--- src/rtl/coax_pkg.sv ---
// Shared definitions for the coax transaction sequencer: status codes,
// sequencer state encoding and default timeout values.
package coax_pkg;

  localparam logic [2:0] ST_OK         = 3'd0;
  localparam logic [2:0] ST_TX_EMPTY   = 3'd1;
  localparam logic [2:0] ST_TX_STALL   = 3'd2;
  localparam logic [2:0] ST_RX_TIMEOUT = 3'd3;
  localparam logic [2:0] ST_RX_ERROR   = 3'd4;
  localparam logic [2:0] ST_RX_NO_DATA = 3'd5;
  localparam logic [2:0] ST_ABORTED    = 3'd6;

  localparam int DEF_TX_START_TIMEOUT = 64;
  localparam int DEF_RESPONSE_TIMEOUT = 228;

  typedef enum logic [2:0] {
    S_IDLE,
    S_TX_START,
    S_TX_WAIT_ACTIVE,
    S_TX_WAIT_DONE,
    S_RX_WAIT_START,
    S_RX_WAIT_DONE,
    S_DONE
  } seq_state_e;

  function automatic int max2(input int a, input int b);
    return (a > b) ? a : b;
  endfunction

endpackage

--- src/rtl/coax_timer.sv ---
// Clearable, saturating up-counter with an equality compare against a
// caller-supplied limit.
module coax_timer #(
  parameter int CNT_W = 8
) (
  input  logic             clk,
  input  logic             reset,
  input  logic             clr,
  input  logic [CNT_W-1:0] limit,
  output logic             hit
);

  logic [CNT_W-1:0] cnt_q, cnt_d;

  always_comb begin
    cnt_d = cnt_q;
    if (clr) begin
      cnt_d = '0;
    end else if (cnt_q != {CNT_W{1'b1}}) begin
      cnt_d = cnt_q + CNT_W'(1);
    end
  end

  always_ff @(posedge clk) begin
    if (reset) begin
      cnt_q <= '0;
    end else begin
      cnt_q <= cnt_d;
    end
  end

  assign hit = (cnt_q == limit);

endmodule

--- src/rtl/coax_txrx_sequencer.sv ---
// Runs one coax command/response transaction: flush RX, kick TX, wait for
// TX to finish, time the response window, wait for RX, report a status.
module coax_txrx_sequencer
  import coax_pkg::*;
#(
  parameter int TX_START_TIMEOUT = DEF_TX_START_TIMEOUT,
  parameter int RESPONSE_TIMEOUT = DEF_RESPONSE_TIMEOUT
) (
  input  logic       clk,
  input  logic       reset,
  input  logic       start_strobe,
  input  logic       expect_response,
  input  logic       abort_strobe,
  input  logic       tx_empty,
  input  logic       tx_active,
  output logic       tx_start_strobe,
  output logic       tx_reset,
  input  logic       rx_active,
  input  logic       rx_error,
  input  logic       rx_empty,
  output logic       rx_reset,
  output logic       busy,
  output logic       done_strobe,
  output logic [2:0] status
);

  localparam int CNT_W = $clog2(max2(TX_START_TIMEOUT, RESPONSE_TIMEOUT) + 1);
  localparam logic [CNT_W-1:0] TX_LIM = CNT_W'(TX_START_TIMEOUT - 1);
  localparam logic [CNT_W-1:0] RX_LIM = CNT_W'(RESPONSE_TIMEOUT - 1);

  seq_state_e state_q, state_d;
  logic       exp_q, exp_d;
  logic [2:0] res_q, res_d;
  logic [2:0] status_q, status_d;
  logic       tx_start_q, tx_start_d;
  logic       tx_reset_q, tx_reset_d;
  logic       rx_reset_q, rx_reset_d;
  logic       busy_q, busy_d;
  logic       done_q, done_d;
  logic       tmr_clr, tmr_hit;
  logic [CNT_W-1:0] tmr_limit;

  assign tmr_limit = (state_q == S_RX_WAIT_START) ? RX_LIM : TX_LIM;

  coax_timer #(.CNT_W(CNT_W)) u_timer (
    .clk   (clk),
    .reset (reset),
    .clr   (tmr_clr),
    .limit (tmr_limit),
    .hit   (tmr_hit)
  );

  always_comb begin
    state_d    = state_q;
    exp_d      = exp_q;
    res_d      = res_q;
    status_d   = status_q;
    tx_start_d = 1'b0;
    tx_reset_d = 1'b0;
    rx_reset_d = 1'b0;
    done_d     = 1'b0;
    tmr_clr    = 1'b0;

    unique case (state_q)
      S_IDLE: begin
        if (start_strobe) begin
          exp_d = expect_response;
          if (tx_empty) begin
            res_d   = ST_TX_EMPTY;
            state_d = S_DONE;
          end else begin
            rx_reset_d = expect_response;
            state_d    = S_TX_START;
          end
        end
      end
      S_TX_START: begin
        tx_start_d = 1'b1;
        tmr_clr    = 1'b1;
        state_d    = S_TX_WAIT_ACTIVE;
      end
      S_TX_WAIT_ACTIVE: begin
        if (tx_active) begin
          state_d = S_TX_WAIT_DONE;
        end else if (tmr_hit) begin
          res_d   = ST_TX_STALL;
          state_d = S_DONE;
        end
      end
      S_TX_WAIT_DONE: begin
        // Holding the counter clear here starts the response window at zero.
        tmr_clr = 1'b1;
        if (!tx_active) begin
          if (!exp_q) begin
            res_d   = ST_OK;
            state_d = S_DONE;
          end else begin
            state_d = S_RX_WAIT_START;
          end
        end
      end
      S_RX_WAIT_START: begin
        if (rx_error) begin
          res_d   = ST_RX_ERROR;
          state_d = S_DONE;
        end else if (rx_active) begin
          state_d = S_RX_WAIT_DONE;
        end else if (tmr_hit) begin
          res_d   = ST_RX_TIMEOUT;
          state_d = S_DONE;
        end
      end
      S_RX_WAIT_DONE: begin
        if (rx_error) begin
          res_d   = ST_RX_ERROR;
          state_d = S_DONE;
        end else if (!rx_active) begin
          res_d   = rx_empty ? ST_RX_NO_DATA : ST_OK;
          state_d = S_DONE;
        end
      end
      S_DONE: begin
        status_d = res_q;
        done_d   = 1'b1;
        state_d  = S_IDLE;
      end
      default: state_d = S_IDLE;
    endcase

    // An abort in the DONE cycle rewrites the completion in flight rather
    // than producing a second done pulse.
    if (abort_strobe && (state_q != S_IDLE)) begin
      tx_reset_d = 1'b1;
      rx_reset_d = exp_q;
      tx_start_d = 1'b0;
      res_d      = ST_ABORTED;
      if (state_q == S_DONE) begin
        status_d = ST_ABORTED;
        done_d   = 1'b1;
        state_d  = S_IDLE;
      end else begin
        done_d   = 1'b0;
        state_d  = S_DONE;
      end
    end

    busy_d = (state_d != S_IDLE);
  end

  always_ff @(posedge clk) begin
    if (reset) begin
      state_q    <= S_IDLE;
      exp_q      <= 1'b0;
      res_q      <= ST_OK;
      status_q   <= ST_OK;
      tx_start_q <= 1'b0;
      tx_reset_q <= 1'b0;
      rx_reset_q <= 1'b0;
      busy_q     <= 1'b0;
      done_q     <= 1'b0;
    end else begin
      state_q    <= state_d;
      exp_q      <= exp_d;
      res_q      <= res_d;
      status_q   <= status_d;
      tx_start_q <= tx_start_d;
      tx_reset_q <= tx_reset_d;
      rx_reset_q <= rx_reset_d;
      busy_q     <= busy_d;
      done_q     <= done_d;
    end
  end

  assign tx_start_strobe = tx_start_q;
  assign tx_reset        = tx_reset_q;
  assign rx_reset        = rx_reset_q;
  assign busy            = busy_q;
  assign done_strobe     = done_q;
  assign status          = status_q;

endmodule

--- config.mk ---
export PLATFORM = sky130hd
export DESIGN_NAME = coax_txrx_sequencer
export DESIGN_NICKNAME = d
export VERILOG_FILES = /design/src/rtl/coax_pkg.sv /design/src/rtl/coax_timer.sv /design/src/rtl/coax_txrx_sequencer.sv
export SDC_FILE = /design/constraint.sdc
export NUM_CORES = 1
export LEC_CHECK = 0
export CAP_MARGIN = 25
export CORE_ASPECT_RATIO = 1.75
export CORE_UTILIZATION = 52
export CTS_BUF_LIST = sky130_fd_sc_hd__clkbuf_8 sky130_fd_sc_hd__clkbuf_16
export DETAILED_ROUTE_END_ITERATION = 10
export GPL_TIMING_DRIVEN = 0
export PLACE_DENSITY = 0.76
export SYNTH_ARGS = -nofsm -noshare
export SYNTH_HDL_FRONTEND = slang
export SYNTH_HIERARCHICAL = 1
export SYNTH_SLANG_ARGS = --single-unit
--- constraint.sdc ---
create_clock -name clk -period 7.5 [get_ports clk]
set_input_delay 1.875 -clock clk [delete_from_list [all_inputs] [get_ports clk]]
set_output_delay 1.875 -clock clk [all_outputs]
set_load 0.1 [all_outputs]
==> flow_metrics.tcl, run 1 <==
set metrics [dict create \
    place_ws_ns 3.94 \
    core_area_mm2 0.00236 \
    grt_first_pass_wirelength_um 5370 \
    yosys_warnings 6 \
    ys_ff_latch 23 \
    wl_per_cell_um 15.6 \
    cts_buffer_depth 2 \
    grt_usage 0.282 \
    yosysUniqueCellTypes 46 \
    path_max_fanout 2 \
    r2r_cells 11 \
    setup_viol 0 \
    placementRows 23 \
    synth_edf_count 0 \
    layout_setup_ws_ns 3.89 \
    first_pass_iters 4 \
    worst-path-stages 1 \
    cts_resized 0 \
    post_cts.repair.setup_buffers 0 \
    ys.flop_type "dfxtp_1" \
    end_kind "output pin" \
    diodes 0 \
    required_ns 5.62 \
    final_common_cell "dfxtp_1" \
    cts_buffers 3 \
    cts_sinks 23 \
    cts.clk_slew.worst_paths_ns 0.08 \
    netlist_instances 160 \
    seq_area_frac_synth 0.347 \
    grt_pass1_vias 1288 \
    worst_pin_slew_ns 0.972 \
    die_area_mm2 0.00276 \
    tns_ns 0 \
    root_buffer "clkbuf_8" \
    crit_arrival_ns 1.73 \
    synthArstFlopShare 0 \
    dp_hpwl_um 2580 \
    crit_slowest_cell "clkdlybuf4s50_1" \
    skew_ns 0.00429 \
    overflow 0 \
    io_pins 18 \
    slew_headroom 0.350 \
    maxCapViolations 0 \
    max_stage_delay_ns 1.13 \
    finalCritPeriodShare 0.481 \
    crit_buf_inv 1 \
    grt_max_degree 14 \
    ant_nets 0 \
    syn_area_mm2 0.00133 \
    drive_gt1_frac 0.104 \
    max_freq_ghz 0.277 \
    areaGrowthSynthToFinish_pct 19.3 \
    drt-initial-drc-count 31 \
    ir_worst_vdd_v 0.000218 \
    die_w_um 40.2 \
    status "complete, no violations" \
    num_vias 1286 \
    p_leak_nw 0.615 \
    hp-class "reg -> reg" \
    holdWs_ns 0.465 \
    routed_wl_um 3250 \
    io_buffers 17 \
    cts_tree "yes" \
    start_util 0.562 \
    gp_congestion 0.782 \
    cpLargestDelayFamily "buffers and inverters" \
    hold_depth 2 \
    clk_latency_ns 0.26 \
    drc 0 \
    worstPathCellList "clkdlybuf4s50_1" \
    period_needed_ns 3.61 \
    critPathLaunchType "flop" \
    mostFrequentLayoutCells "dfxtp_1 (23), clkdlybuf4s50_1 (17), nor2_1 (16), nand2_1 (12), nand3_1 (11)" \
    dieHeight_um 68.8 \
    fillers 210 \
    antenna_found_initial 0 \
    nNetsFinal 195 \
    finalHoldViolations 0 \
    drv_slew 0 \
    path_class "reg -> out" \
    rsz0062_at_grt "false" \
    cts_htree_levels 1 \
    p_per_area_mw_per_mm2 337 \
    synth.avg_cell_area_um2 8.28 \
    vias_per_cell 6.18 \
    cts_hold_buf 0 \
]
Yosys cell counts (2+ instances only):
| cell type | instances | area, um^2 |
|---|---|---|
| dfxtp_1 | 23 | 460 |
| nor2_1 | 16 | 60.1 |
| nand2_1 | 12 | 45.0 |
| nand3_1 | 11 | 55.1 |
| a21oi_1 | 9 | 45.0 |
| o21ai_0 | 9 | 45.0 |
| xnor2_1 | 8 | 70.1 |
| and3_1 | 6 | 37.5 |
| inv_1 | 6 | 22.5 |
| nand2b_1 | 5 | 31.3 |
| a31oi_1 | 4 | 25.0 |
| buf_2 | 4 | 20.0 |
| a21o_1 | 3 | 22.5 |
| a311oi_1 | 3 | 26.3 |
| nand4_1 | 3 | 18.8 |
| nor3_1 | 3 | 15.0 |
| nor3b_1 | 3 | 22.5 |
| and4_1 | 2 | 17.5 |
| buf_4 | 2 | 15.0 |
| nor2b_1 | 2 | 12.5 |
stage by stage:
step / area, um^2 / total power [mW] / std cells / utilization
6_report: 1580 / 0.532 / 208 / 0.670
3_5_place_dp: 1530 / 0.457 / 204 / 0.650
4_1_cts: 1580 / 0.533 / 208 / 0.670
2_1_floorplan: 1330 / 0.393 / 162 / -
3_3_place_gp: 1530 / 0.446 / 204 / 0.650
5_1_grt: 1580 / 0.565 / 208 / 0.670
registers in the layout, summed over array words and instances, names as in the netlist:
register         flops
busy                 1
done_strobe          1
exp_q                1
res_q                3
rx_reset             1
state_q              3
status               3
tx_reset             1
tx_start_strobe      1
u_timer/cnt_q        8
cell type report:
cell class,count,area (um^2),share of cell area
clock inverters,1,5.00,0.00317
multi-input cells,125,800,0.506
well taps,25,31.3,0.0198
plain buffers,8,50.0,0.0317
repair buffers,17,170,0.108
flip-flops and latches,23,460,0.291
inverters,6,22.5,0.0143
clock buffers,3,41.3,0.0261
where the power goes:
group          internal, mW  switching, mW  total [mW]  leakage, nW
clock network        0.0371         0.0404      0.0775       0.0255
registers             0.147         0.0186       0.166        0.188
logic                 0.107          0.182       0.289        0.401
final timing paths:
check	start	to	slack, ns
setup / recovery	status[1]	status[1]	3.89
hold / removal	status[0]	status[0]	0.46
setup reg to reg	state_q[2]	res_q[2]	4.74
hold reg to reg	status[0]	status[0]	0.46
cells by family after synthesis:
group           after synthesis  synth area share
buf+inv                      14            0.0548
other cells                   1           0.00283
simple gates                 71             0.296
mux                           1           0.00755
xor+xnor                      8            0.0529
compound gates               41             0.229
fa+ha+maj                     1           0.00944
flops                        23             0.347
metal layers:
layer,GRT usage,routed length (um),vias up
met2,0.546,1920,34
met3,0.0353,87,11
li1,-,-,621
met5,0,0,-
met1,0.235,1120,620
met4,0.198,120,0
No activity file was read; power rests on OpenSTA's default activity.
==> run 2: changes to the inputs <==
- CORE_UTILIZATION: 52 -> 48
- PLACE_DENSITY: 0.76 -> 0.74
- clock period: 7.5 -> 3 ns (I/O delays scaled with it)
==> run 2 against run 1 <==
  * Count of clock-buffer cells in the layout did not move
  * Clock skew rose by 0.0022 ns
  * First-iteration DRC count rose by 42%
  * Sequential share of layout area fell by 0.11 points
==> flow_metrics.tcl, run 2 (synthesis gave the netlist of run 1 again) <==
set metrics [dict create \
    cpLargestDelayFamily "compound AO/OA/AOI/OAI gates" \
    dp_hpwl_um 2420 \
    p_leak_nw 0.618 \
    min_to "status[0]" \
    wl_per_cell_um 14.9 \
    setup_viol 0 \
    ant_nets 0 \
    grt_first_pass_wirelength_um 5340 \
    die_area_mm2 0.00298 \
    drive_gt1_frac 0.109 \
    p_per_area_mw_per_mm2 839 \
    required_ns 3.19 \
    areaGrowthSynthToFinish_pct 19.7 \
    crit_buf_inv 2 \
    start_util 0.519 \
    crit_start "state_q[2]" \
    period_needed_ns 2.56 \
    clk_latency_ns 0.26 \
    cts_htree_levels 1 \
    seq_area_um2 460 \
    multi_input_area_um2 805 \
    grt_pass1_vias 1177 \
    nNetsFinal 195 \
    io_pins 18 \
    fillers 221 \
    cts_tree "yes" \
    cts_buffer_depth 2 \
    regMostFlops "u_timer/cnt_q" \
    overflow 0 \
    critPathLaunchType "flop" \
    hold_depth 2 \
    end_kind "flop" \
    placementRows 24 \
    drt-initial-drc-count 44 \
    rr_endpoint "res_q[2]" \
    dieHeight_um 71.5 \
    mostFrequentLayoutCells "dfxtp_1 (23), clkdlybuf4s50_1 (17), nor2_1 (16), nand2_1 (12), nand3_1 (11)" \
    maxCapViolations 0 \
    cts.clk_slew.worst_paths_ns 0.08 \
    antenna_found_initial 0 \
    max_freq_ghz 0.391 \
    largest_register_ffs 8 \
    path_max_fanout 9 \
    core_area_mm2 0.00255 \
    routed_wl_um 3110 \
    final_common_cell "dfxtp_1" \
    path_class "reg -> reg" \
    worstPathCellList "buf_4 > nor3b_2 > inv_1 > xnor2_1 > nand4_1 > nor2_1 > nor3b_1 > a32o_2 > a211oi_4 > o221ai_2 > a221oi_2" \
    skew_ns 0.00653 \
    reg2reg_slack_ns 0.44 \
    grt_max_degree 14 \
    finalHoldViolations 0 \
    cts_buffers 3 \
    first_pass_iters 4 \
    hp-class "reg -> reg" \
    min_from "status[0]" \
    ir_worst_vdd_v 0.000400 \
    rsz0062_at_grt "false" \
    cts_sinks 23 \
    diodes 0 \
    crit_arrival_ns 2.74 \
    max_stage_delay_ns 0.33 \
    worst_pin_slew_ns 0.964 \
    r2r_cells 11 \
    post_cts.repair.setup_buffers 0 \
    vias_per_cell 6.07 \
    rr_startpoint "state_q[2]" \
    fin_area_mm2 0.00159 \
    drv_slew 0 \
    drc 0 \
    finalCritPeriodShare 0.852 \
    grt_usage 0.224 \
    holdWs_ns 0.458 \
    num_vias 1269 \
    slew_headroom 0.355 \
    placed_cell_area_mm2 0.00154 \
    tns_ns 0 \
    root_buffer "clkbuf_8" \
    crit_slowest_cell "nor3b_2" \
    die_w_um 41.7 \
    io_buffers 17 \
    gp_congestion 0.882 \
    status "complete, no violations" \
]
-- run 2: cell counts in the layout (fill, tap and decap cells not counted) --
Identical to the previous run, type by type.
-- run 2: worst min-delay path, cell delays in order (launching register included) --
cell and delay, ns:
dfxtp_1 0.31, nand2_1 0.05, a21oi_1 0.05
-- run 2: layout make-up --
| class | instances | area share |
|---|---|---|
| Buffer | 8 | 0.0315 |
| Clock buffer | 3 | 0.0260 |
| Clock inverter | 1 | 0.00315 |
| Inverter | 6 | 0.0142 |
| Multi-Input combinational cell | 125 | 0.507 |
| Sequential cell | 23 | 0.290 |
| Tap cell | 26 | 0.0205 |
| Timing Repair Buffer | 17 | 0.107 |
-- run 2: worst max path at each step --
stage                     endpoint  slack [ns]  cells past startpoint
after global routing      res_q[2]        0.19                     11
after floorplan           res_q[2]        0.61                     11
final                     res_q[2]        0.44                     11
after global placement    res_q[2]        0.35                     11
after detailed placement  res_q[1]        0.24                     11
after CTS                 res_q[1]        0.21                     11
-- run 2: where the power goes --
group | internal (mW) | switching, mW | leakage [nW] | total, mW
sequential | 0.369 | 0.0467 | 0.188 | 0.415
clock | 0.0926 | 0.0985 | 0.0255 | 0.191
combinational | 0.268 | 0.458 | 0.404 | 0.725
-- run 2: per-layer routing --
| metal | global-route usage | wire length [um] |
|---|---|---|
| met1 | 0.233 | 1180 |
| met2 | 0.436 | 1790 |
| met3 | 0.0252 | 73 |
| met4 | 0.0932 | 70 |
| met5 | 0 | 0 |
-- run 2: repair_timing --
item                                    CTS  global route
gates resized for setup                   0             1
endpoints found under the setup margin    0             2
hold buffers                              0             0
-- run 2: metrics by stage --
stage	cells	total power, mW	setup WS, ns	utilization
after floorplan	162	0.983	0.608	-
after global placement	205	1.12	0.354	0.601
after detailed placement	205	1.14	0.240	0.601
after CTS	209	1.33	0.211	0.620
after global routing	209	1.42	0.193	0.622
final	209	1.33	0.443	0.622
==> run 3: changes to the inputs <==
- CTS_BUF_LIST: sky130_fd_sc_hd__clkbuf_8 sky130_fd_sc_hd__clkbuf_16 -> default
==> results of run 3 <==
Final layout, timing and power as in run 2 (identical DEF).
